$ cat src/rtl/pet_stats_engine_pkg.sv
// Shared definitions for the pet stats engine.
// Holds the ASCII command byte values, the pet life-cycle state encoding
// and the fixed channel indices for the default five-channel pet.
package pet_pkg;

    localparam logic [7:0] CMD_IDLE  = 8'h00;
    localparam logic [7:0] CMD_EAT   = 8'h65;  // 'e' -> hunger
    localparam logic [7:0] CMD_PLAY  = 8'h70;  // 'p' -> happiness
    localparam logic [7:0] CMD_DOC   = 8'h64;  // 'd' -> health
    localparam logic [7:0] CMD_BATH  = 8'h62;  // 'b' -> hygiene
    localparam logic [7:0] CMD_SLEEP = 8'h73;  // 's'
    localparam logic [7:0] CMD_WAKE  = 8'h77;  // 'w'

    localparam int HUNGER  = 0;
    localparam int HAPPY   = 1;
    localparam int HEALTH  = 2;
    localparam int HYGIENE = 3;
    localparam int ENERGY  = 4;

    typedef enum logic [1:0] {
        AWAKE  = 2'd0,
        ASLEEP = 2'd1,
        DEAD   = 2'd2
    } pet_state_t;

endpackage

$ cat src/rtl/pet_stats_engine_if.sv
// Bus between the pet stats engine and its host.
//   inputs    : ASCII command byte, 0x00 when idle (host -> engine)
//   random    : random byte, only looked at on tick cycles (host -> engine)
//   stats     : packed stats, channel i at [i*STAT_W +: STAT_W] (engine -> host)
//   tick      : one-cycle pulse per tick (engine -> host)
//   second    : animation phase, toggles every tick (engine -> host)
//   pet_state : AWAKE / ASLEEP / DEAD (engine -> host)
interface pet_stats_engine_if #(
    parameter int NUM_STATS = 5,
    parameter int STAT_W    = 5
);
    logic [7:0]                  inputs;
    logic [7:0]                  random;
    logic [NUM_STATS*STAT_W-1:0] stats;
    logic                        tick;
    logic                        second;
    logic [1:0]                  pet_state;

    modport master (
        output inputs, random,
        input  stats, tick, second, pet_state
    );

    modport slave (
        input  inputs, random,
        output stats, tick, second, pet_state
    );
endinterface

$ cat src/rtl/pet_stats_engine_tick_gen.sv
// Tick generator: free-running counter over 0..TICK_DIV-1.
//   clk, reset : clock and asynchronous active-high reset
//   tick       : registered pulse, high during the cycle in which the
//                counter holds TICK_DIV-1 (TICK_DIV must be at least 2)
module pet_tick_gen #(
    parameter int TICK_DIV = 27000000
) (
    input  logic clk,
    input  logic reset,
    output logic tick
);
    localparam int CNT_W = (TICK_DIV > 1) ? $clog2(TICK_DIV) : 1;

    logic [CNT_W-1:0] count;

    // tick is registered, so it is raised one count early to line up
    // with the cycle where count == TICK_DIV-1.
    always_ff @(posedge clk or posedge reset) begin
        if (reset) begin
            count <= '0;
            tick  <= 1'b0;
        end else begin
            tick  <= (count == CNT_W'(TICK_DIV - 2));
            count <= (count == CNT_W'(TICK_DIV - 1)) ? '0 : count + 1'b1;
        end
    end
endmodule

$ cat src/rtl/pet_stats_engine.sv
// Virtual pet stats engine.
// Stats rise randomly on each tick and are lowered by one-shot care
// commands; the pet can sleep (energy drains every other tick), wakes on
// command or when energy runs out, and dies once any stat saturates.
//   clk, reset : clock and asynchronous active-high reset
//   bus        : slave side of pet_stats_engine_if (commands, random byte,
//                packed stats, tick, second, pet_state)
module pet_stats_engine
    import pet_pkg::*;
#(
    parameter int NUM_STATS = 5,
    parameter int STAT_W    = 5,
    parameter int STAT_MAX  = 15,
    parameter int TICK_DIV  = 27000000,
    parameter int CARE_STEP = 1
) (
    input logic              clk,
    input logic              reset,
    pet_stats_engine_if.slave bus
);
    localparam int              ENERGY_CH = NUM_STATS - 1;
    localparam logic [STAT_W-1:0] MAX_V   = STAT_W'(STAT_MAX);
    localparam logic [STAT_W-1:0] CARE_V  = STAT_W'(CARE_STEP);

    function automatic logic [STAT_W-1:0] sat_inc(input logic [STAT_W-1:0] v,
                                                  input logic en);
        if (en && (v < MAX_V)) return v + 1'b1;
        return v;
    endfunction

    function automatic logic [STAT_W-1:0] sat_dec(input logic [STAT_W-1:0] v,
                                                  input logic [STAT_W-1:0] amt);
        return (v > amt) ? v - amt : '0;
    endfunction

    pet_state_t                  state;
    logic                        armed;
    logic                        second;
    logic                        tick;
    logic [NUM_STATS*STAT_W-1:0] stats_flat;
    logic [NUM_STATS-1:0]        at_max;
    logic [NUM_STATS-1:0]        care_sel;
    logic                        accept_care;
    logic                        accept_sleep;
    logic                        accept_wake;
    logic                        any_max;
    logic                        alive;
    logic                        asleep;
    logic [STAT_W-1:0]           energy;
    logic [2:0]                  rnd_sel;
    logic [4:0]                  unused_rnd_bits;

    pet_tick_gen #(.TICK_DIV(TICK_DIV)) u_tick (
        .clk   (clk),
        .reset (reset),
        .tick  (tick)
    );

    assign rnd_sel         = bus.random[2:0];
    assign unused_rnd_bits = bus.random[7:3];
    assign alive           = (state != DEAD);
    assign asleep          = (state == ASLEEP);

    // Command decode. A command is only accepted while armed and valid for
    // the current state; anything else leaves the armed flag alone.
    always_comb begin
        care_sel = '0;
        case (bus.inputs)
            CMD_EAT:  care_sel[HUNGER]  = 1'b1;
            CMD_PLAY: care_sel[HAPPY]   = 1'b1;
            CMD_DOC:  care_sel[HEALTH]  = 1'b1;
            CMD_BATH: care_sel[HYGIENE] = 1'b1;
            default:  ;
        endcase
        accept_care  = armed && (state == AWAKE)  && (|care_sel);
        accept_sleep = armed && (state == AWAKE)  && (bus.inputs == CMD_SLEEP);
        accept_wake  = armed && (state == ASLEEP) && (bus.inputs == CMD_WAKE);
    end

    for (genvar i = 0; i < NUM_STATS; i++) begin : g_stat
        logic [STAT_W-1:0] value;
        logic              inc;
        logic [STAT_W-1:0] amt;

        // Care and sleep drain never coincide (different states), so a
        // single decrement amount covers both.
        always_comb begin
            inc = tick && (rnd_sel == 3'(i)) && !(asleep && (i == ENERGY_CH));
            amt = '0;
            if (accept_care && care_sel[i]) amt = CARE_V;
            if ((i == ENERGY_CH) && tick && asleep && second) amt = STAT_W'(1);
        end

        // Increment first, then decrement, in one register write.
        always_ff @(posedge clk or posedge reset) begin
            if (reset) value <= '0;
            else if (alive) value <= sat_dec(sat_inc(value, inc), amt);
        end

        assign stats_flat[i*STAT_W +: STAT_W] = value;
        assign at_max[i] = (value == MAX_V);
    end

    assign any_max = |at_max;
    assign energy  = stats_flat[ENERGY_CH*STAT_W +: STAT_W];

    // Death is checked on the registered stats, so it lands one cycle after
    // the saturating update and overrides any sleep/wake in that cycle.
    always_ff @(posedge clk or posedge reset) begin
        if (reset) begin
            state  <= AWAKE;
            armed  <= 1'b1;
            second <= 1'b0;
        end else begin
            if (tick) second <= ~second;

            if (bus.inputs == CMD_IDLE) armed <= 1'b1;
            else if (accept_care || accept_sleep || accept_wake) armed <= 1'b0;

            case (state)
                AWAKE: begin
                    if (any_max) state <= DEAD;
                    else if (accept_sleep) state <= ASLEEP;
                end
                ASLEEP: begin
                    if (any_max) state <= DEAD;
                    else if ((energy == '0) || accept_wake) state <= AWAKE;
                end
                default: state <= DEAD;
            endcase
        end
    end

    assign bus.stats     = stats_flat;
    assign bus.tick      = tick;
    assign bus.second    = second;
    assign bus.pet_state = state;
endmodule

$ cat src/flat_wrapper.sv
// flat-port wrapper written by rule: the top's interface ports become plain ports
module pet_stats_engine_flat import pet_pkg::*;
#(
    parameter int NUM_STATS = 5,
    parameter int STAT_W    = 5,
    parameter int STAT_MAX  = 15,
    parameter int TICK_DIV  = 27000000,
    parameter int CARE_STEP = 1
)
  (clk, reset, bus_inputs, bus_random, bus_stats, bus_tick, bus_second, bus_pet_state);
  pet_stats_engine_if #(.NUM_STATS(NUM_STATS), .STAT_W(STAT_W)) bus_i ();
  input logic clk;
  input logic reset;
  input wire logic [$bits(bus_i.inputs)-1:0] bus_inputs;
  input wire logic [$bits(bus_i.random)-1:0] bus_random;
  output wire logic [$bits(bus_i.stats)-1:0] bus_stats;
  output wire logic [$bits(bus_i.tick)-1:0] bus_tick;
  output wire logic [$bits(bus_i.second)-1:0] bus_second;
  output wire logic [$bits(bus_i.pet_state)-1:0] bus_pet_state;
  assign bus_i.inputs = bus_inputs;
  assign bus_i.random = bus_random;
  assign bus_stats = bus_i.stats;
  assign bus_tick = bus_i.tick;
  assign bus_second = bus_i.second;
  assign bus_pet_state = bus_i.pet_state;
  pet_stats_engine #(.NUM_STATS(NUM_STATS), .STAT_W(STAT_W), .STAT_MAX(STAT_MAX), .TICK_DIV(TICK_DIV), .CARE_STEP(CARE_STEP)) u_core (.clk(clk), .reset(reset), .bus(bus_i));
endmodule
$ cat config.mk
export PLATFORM = sky130hd
export DESIGN_NAME = pet_stats_engine_flat
export DESIGN_NICKNAME = d
export VERILOG_FILES = /design/src/rtl/pet_stats_engine_pkg.sv /design/src/rtl/pet_stats_engine_if.sv /design/src/rtl/pet_stats_engine_tick_gen.sv /design/src/rtl/pet_stats_engine.sv /design/src/flat_wrapper.sv
export SDC_FILE = /design/constraint.sdc
export NUM_CORES = 1
export LEC_CHECK = 0
export CAP_MARGIN = 10
export CORE_MARGIN = 2
export CORE_UTILIZATION = 40
export CTS_BUF_LIST = sky130_fd_sc_hd__clkbuf_8
export CTS_CLUSTER_SIZE = 30
export DETAILED_ROUTE_END_ITERATION = 10
export GPL_TIMING_DRIVEN = 0
export HOLD_SLACK_MARGIN = 0.12
export PLACE_DENSITY = 0.61
export REMOVE_ABC_BUFFERS = 1
export SLEW_MARGIN = 20
export SYNTH_ARGS = -nofsm -noshare
export SYNTH_HDL_FRONTEND = slang
export SYNTH_SLANG_ARGS = --single-unit
$ cat constraint.sdc
create_clock -name clk -period 7.1 [get_ports clk]
set_input_delay 1.42 -clock clk [delete_from_list [all_inputs] [get_ports clk]]
set_output_delay 1.42 -clock clk [all_outputs]
set_load 0.02 [all_outputs]
==> results_dict.tcl <==
set metrics [dict create \
    track_usage_pct 17.8 \
    synth-seq-cells 55 \
    avgSynthCellArea_um2 8.68 \
    synth_area_leaders "dfrtp_1 35%, ha_1 7.5%, nor2_1 5.2%" \
    place_hpwl_um 6530 \
    synth.area.mux_share_pct 2.91 \
    firstDrtPassIters 7 \
    clock.fmax_mhz 222 \
    clock-sinks 55 \
    yosys.area.top_type_share_pct 35.3 \
    dieArea_um2 10400 \
    row_count 35 \
    setup_viol 0 \
    grt_pass1_vias 3142 \
    synth_common_cells "54 x dfrtp_1, 53 x nor2_1, 40 x nand2_1, 29 x o21ai_0, 23 x ha_1" \
    seq_area_frac_synth_pct 36.0 \
    htree_levels 2 \
    cts_setup_buffers 0 \
    synthToLayoutAreaGrowth_pct 16.3 \
    nNetsFinal 519 \
    power.internal_mw 0.394 \
    synth-simple-area-share_pct 27.1 \
    clockPowerShare_pct 35.6 \
    clockBufferDepth 2 \
    worstHoldPathType "reg -> reg" \
    r2r_end "u_core.g_stat[3].value[2]" \
    seqPwrFrac_pct 60.4 \
    p_total_mw 0.522 \
    cts_buffers 5 \
    worst_pin_slew_ps 847 \
    crit_path_max_fanout 9 \
    multi_input_area_um2 2320 \
    synth_cell_types 63 \
    die_y_um 102 \
    via_count 3333 \
    maxCapViolCount 0 \
    layout-drive-gt1-share_pct 4.59 \
    clk_latency_ps 310 \
    min_to "u_core.u_tick.count[22]" \
    cts_tree "built" \
    yosys.area_share.adder_pct 7.52 \
    p_leak_nw 1.96 \
    layout_min_cycle_time_ps 4500 \
    cts_hold_buf 0 \
    maxSlewHeadroom_pct 43.6 \
    final_cell_area_um2 4450 \
    overflow 0 \
    drv_slew 0 \
    coreArea_um2 9280 \
    synthFlopType "dfrtp_1" \
    drt_wl_total_um 8860 \
    critPathKind "in -> reg" \
    gp_congestion 0.837 \
    start_util_pct 41.2 \
    dpl_cell_area_um2 4360 \
    synth-compound-area-share_pct 15.5 \
    yosysMostFrequentCell "dfrtp_1" \
    max-vdd-ir-drop_v 0.0000791 \
    finalHoldViolations 0 \
    grt_pass1_wl_um 15000 \
    rsz0062_at_grt "false" \
    synth_area_leader_cell "dfrtp_1" \
    r2r_setup_slack_ps 4040 \
    register_area_um2 1380 \
    port_buffers 41 \
    synth_edf_count 0 \
    cts-root-buf "clkbuf_8" \
    p_comb_share_pct 4.0 \
    final.fill_count 935 \
    die_w_um 102 \
    avgRoutedWirePerCell_um 14.6 \
    skew_ps 11.3 \
    powerDensity_nw_per_um2 117 \
    p_switching_mw 0.127 \
    antenna_cells 0 \
    status "finished, final reports clean" \
    synth_top_family_by_area "simple AND/OR/NAND/NOR gates" \
    fin_setup_tns_ps 0 \
    drt_iter0_drc 134 \
    min-delay-start "u_core.u_tick.count[22]" \
    setup.worst_path.start_class "input port" \
    via_per_inst 5.48 \
    cts_resized 0 \
    endpoint_kind "flop" \
    io_pins 47 \
    reg2reg_from "u_core.u_tick.tick" \
    postSynth.asyncResetShare_pct 100 \
    ant_nets 0 \
    switching_share_pct 24.4 \
    syn-cell-area_um2 3830 \
    hold_depth 1 \
    grt_max_degree 56 \
    clk_pin_slew_ps 110 \
    drc_errors 0 \
    cp_data_required_time_ps 7320 \
    synthCells 441 \
    cp.arrival_ps 4720 \
    antenna_found_initial 0 \
    synth_xor_area_share_pct 7.55 \
    r2r_cells 10 \
    ys_warn_count 0 \
    fin_crit_sh_pct 63.4 \
]
cell usage in the layout (no fill, tap or decap), types with 3 or more instances in the layout:
cell type and count:
nor3_1 12, o21ai_0 29, mux2i_1 10, a21oi_1 15, xor2_1 17, nor4_1 5, a31oi_1 7, nand2_1 40
nand4_1 15, nand2b_1 4, nor2_1 53, nor4b_1 4, ha_1 23, xnor2_1 16, a21o_1 6, and3_1 13
nand3b_1 3, clkdlybuf4s50_1 41, dfrtp_1 54, o32a_1 3, clkbuf_8 5, nand3_1 22, o21ai_1 5, nor2b_1 6
inv_1 19, o31ai_1 3, o22a_1 3
layout make-up:
class	instances	area share (%)
clock inverter	3	0.562
multi-input combinational	354	52.1
clock buffer	5	1.55
tap	129	3.63
timing repair buffer	42	9.47
sequential	55	30.9
inverter	20	1.74
layer usage:
layer,vias up,track usage [%],share of wire [%]
li1,1668,-,-
met1,1610,23.8,49
met2,48,30.7,48
met3,7,2.67,3.0
met4,0,3.79,0.88
met5,-,0,0
power groups by stage:
| stage | logic [mW] | clock network (mW) | registers (mW) |
|---|---|---|---|
| detailed placement | 0.0216 | 0 | 0.321 |
| CTS | 0.0217 | 0.194 | 0.315 |
| global placement | 0.0211 | 0 | 0.321 |
| global route | 0.0236 | 0.206 | 0.315 |
| finish | 0.0211 | 0.186 | 0.315 |
| floorplan | 0.00839 | 0 | 0.321 |
metrics by stage:
| stage | hold WS (ps) | setup WS [ps] | std cells | util (%) |
|---|---|---|---|---|
| floorplan | 444 | 3550 | 429 | - |
| global placement | 458 | 2400 | 599 | 46.8 |
| detailed placement | 487 | 2380 | 600 | 46.9 |
| CTS | 504 | 2700 | 608 | 48.0 |
| global route | 511 | 2390 | 608 | 48.0 |
| finish | 509 | 2600 | 608 | 48.0 |
critical path, cell delays in order:
cell and delay [ps]:
clkdlybuf4s50_1 740, nor2b_1 570, nand3_1 360, a21oi_1 280, ha_1 250, o21bai_1 100
a41o_1 220, a311oi_1 250, o21ai_1 160, a21o_1 180, a22o_1 170
worst max path at each step:
stage               depth (start not counted)                         to          start  slack [ps]
global placement                           11  u_core.g_stat[3].value[2]  bus_random[0]        2400
global route                               11  u_core.g_stat[3].value[2]  bus_random[0]        2390
floorplan                                  10  u_core.g_stat[3].value[2]  bus_random[2]        3550
detailed placement                         11  u_core.g_stat[3].value[2]  bus_random[0]        2380
CTS                                        11  u_core.g_stat[3].value[2]  bus_random[0]        2700
finish                                     11  u_core.g_stat[3].value[2]  bus_random[0]        2600
cell families (layout without fill, tap and decap cells):
kind of cell / count (synthesis) / after routing
buf+inv: 32 / 70
flops: 55 / 55
xor+xnor: 33 / 33
compound gates: 91 / 91
mux: 11 / 11
simple gates: 196 / 196
fa+ha+maj: 23 / 23
state kept, by name (all words and copies together), names as in the netlist:
| register | count |
|---|---|
| u_core.bus.second | 1 |
| u_core.u_tick.tick | 1 |
| u_core.bus.pet_state | 2 |
| u_core.energy | 5 |
| u_core.u_tick.count | 25 |
| u_core.g_stat.value | 20 |
| u_core.armed | 1 |
Power figures use the tool's default switching activity.
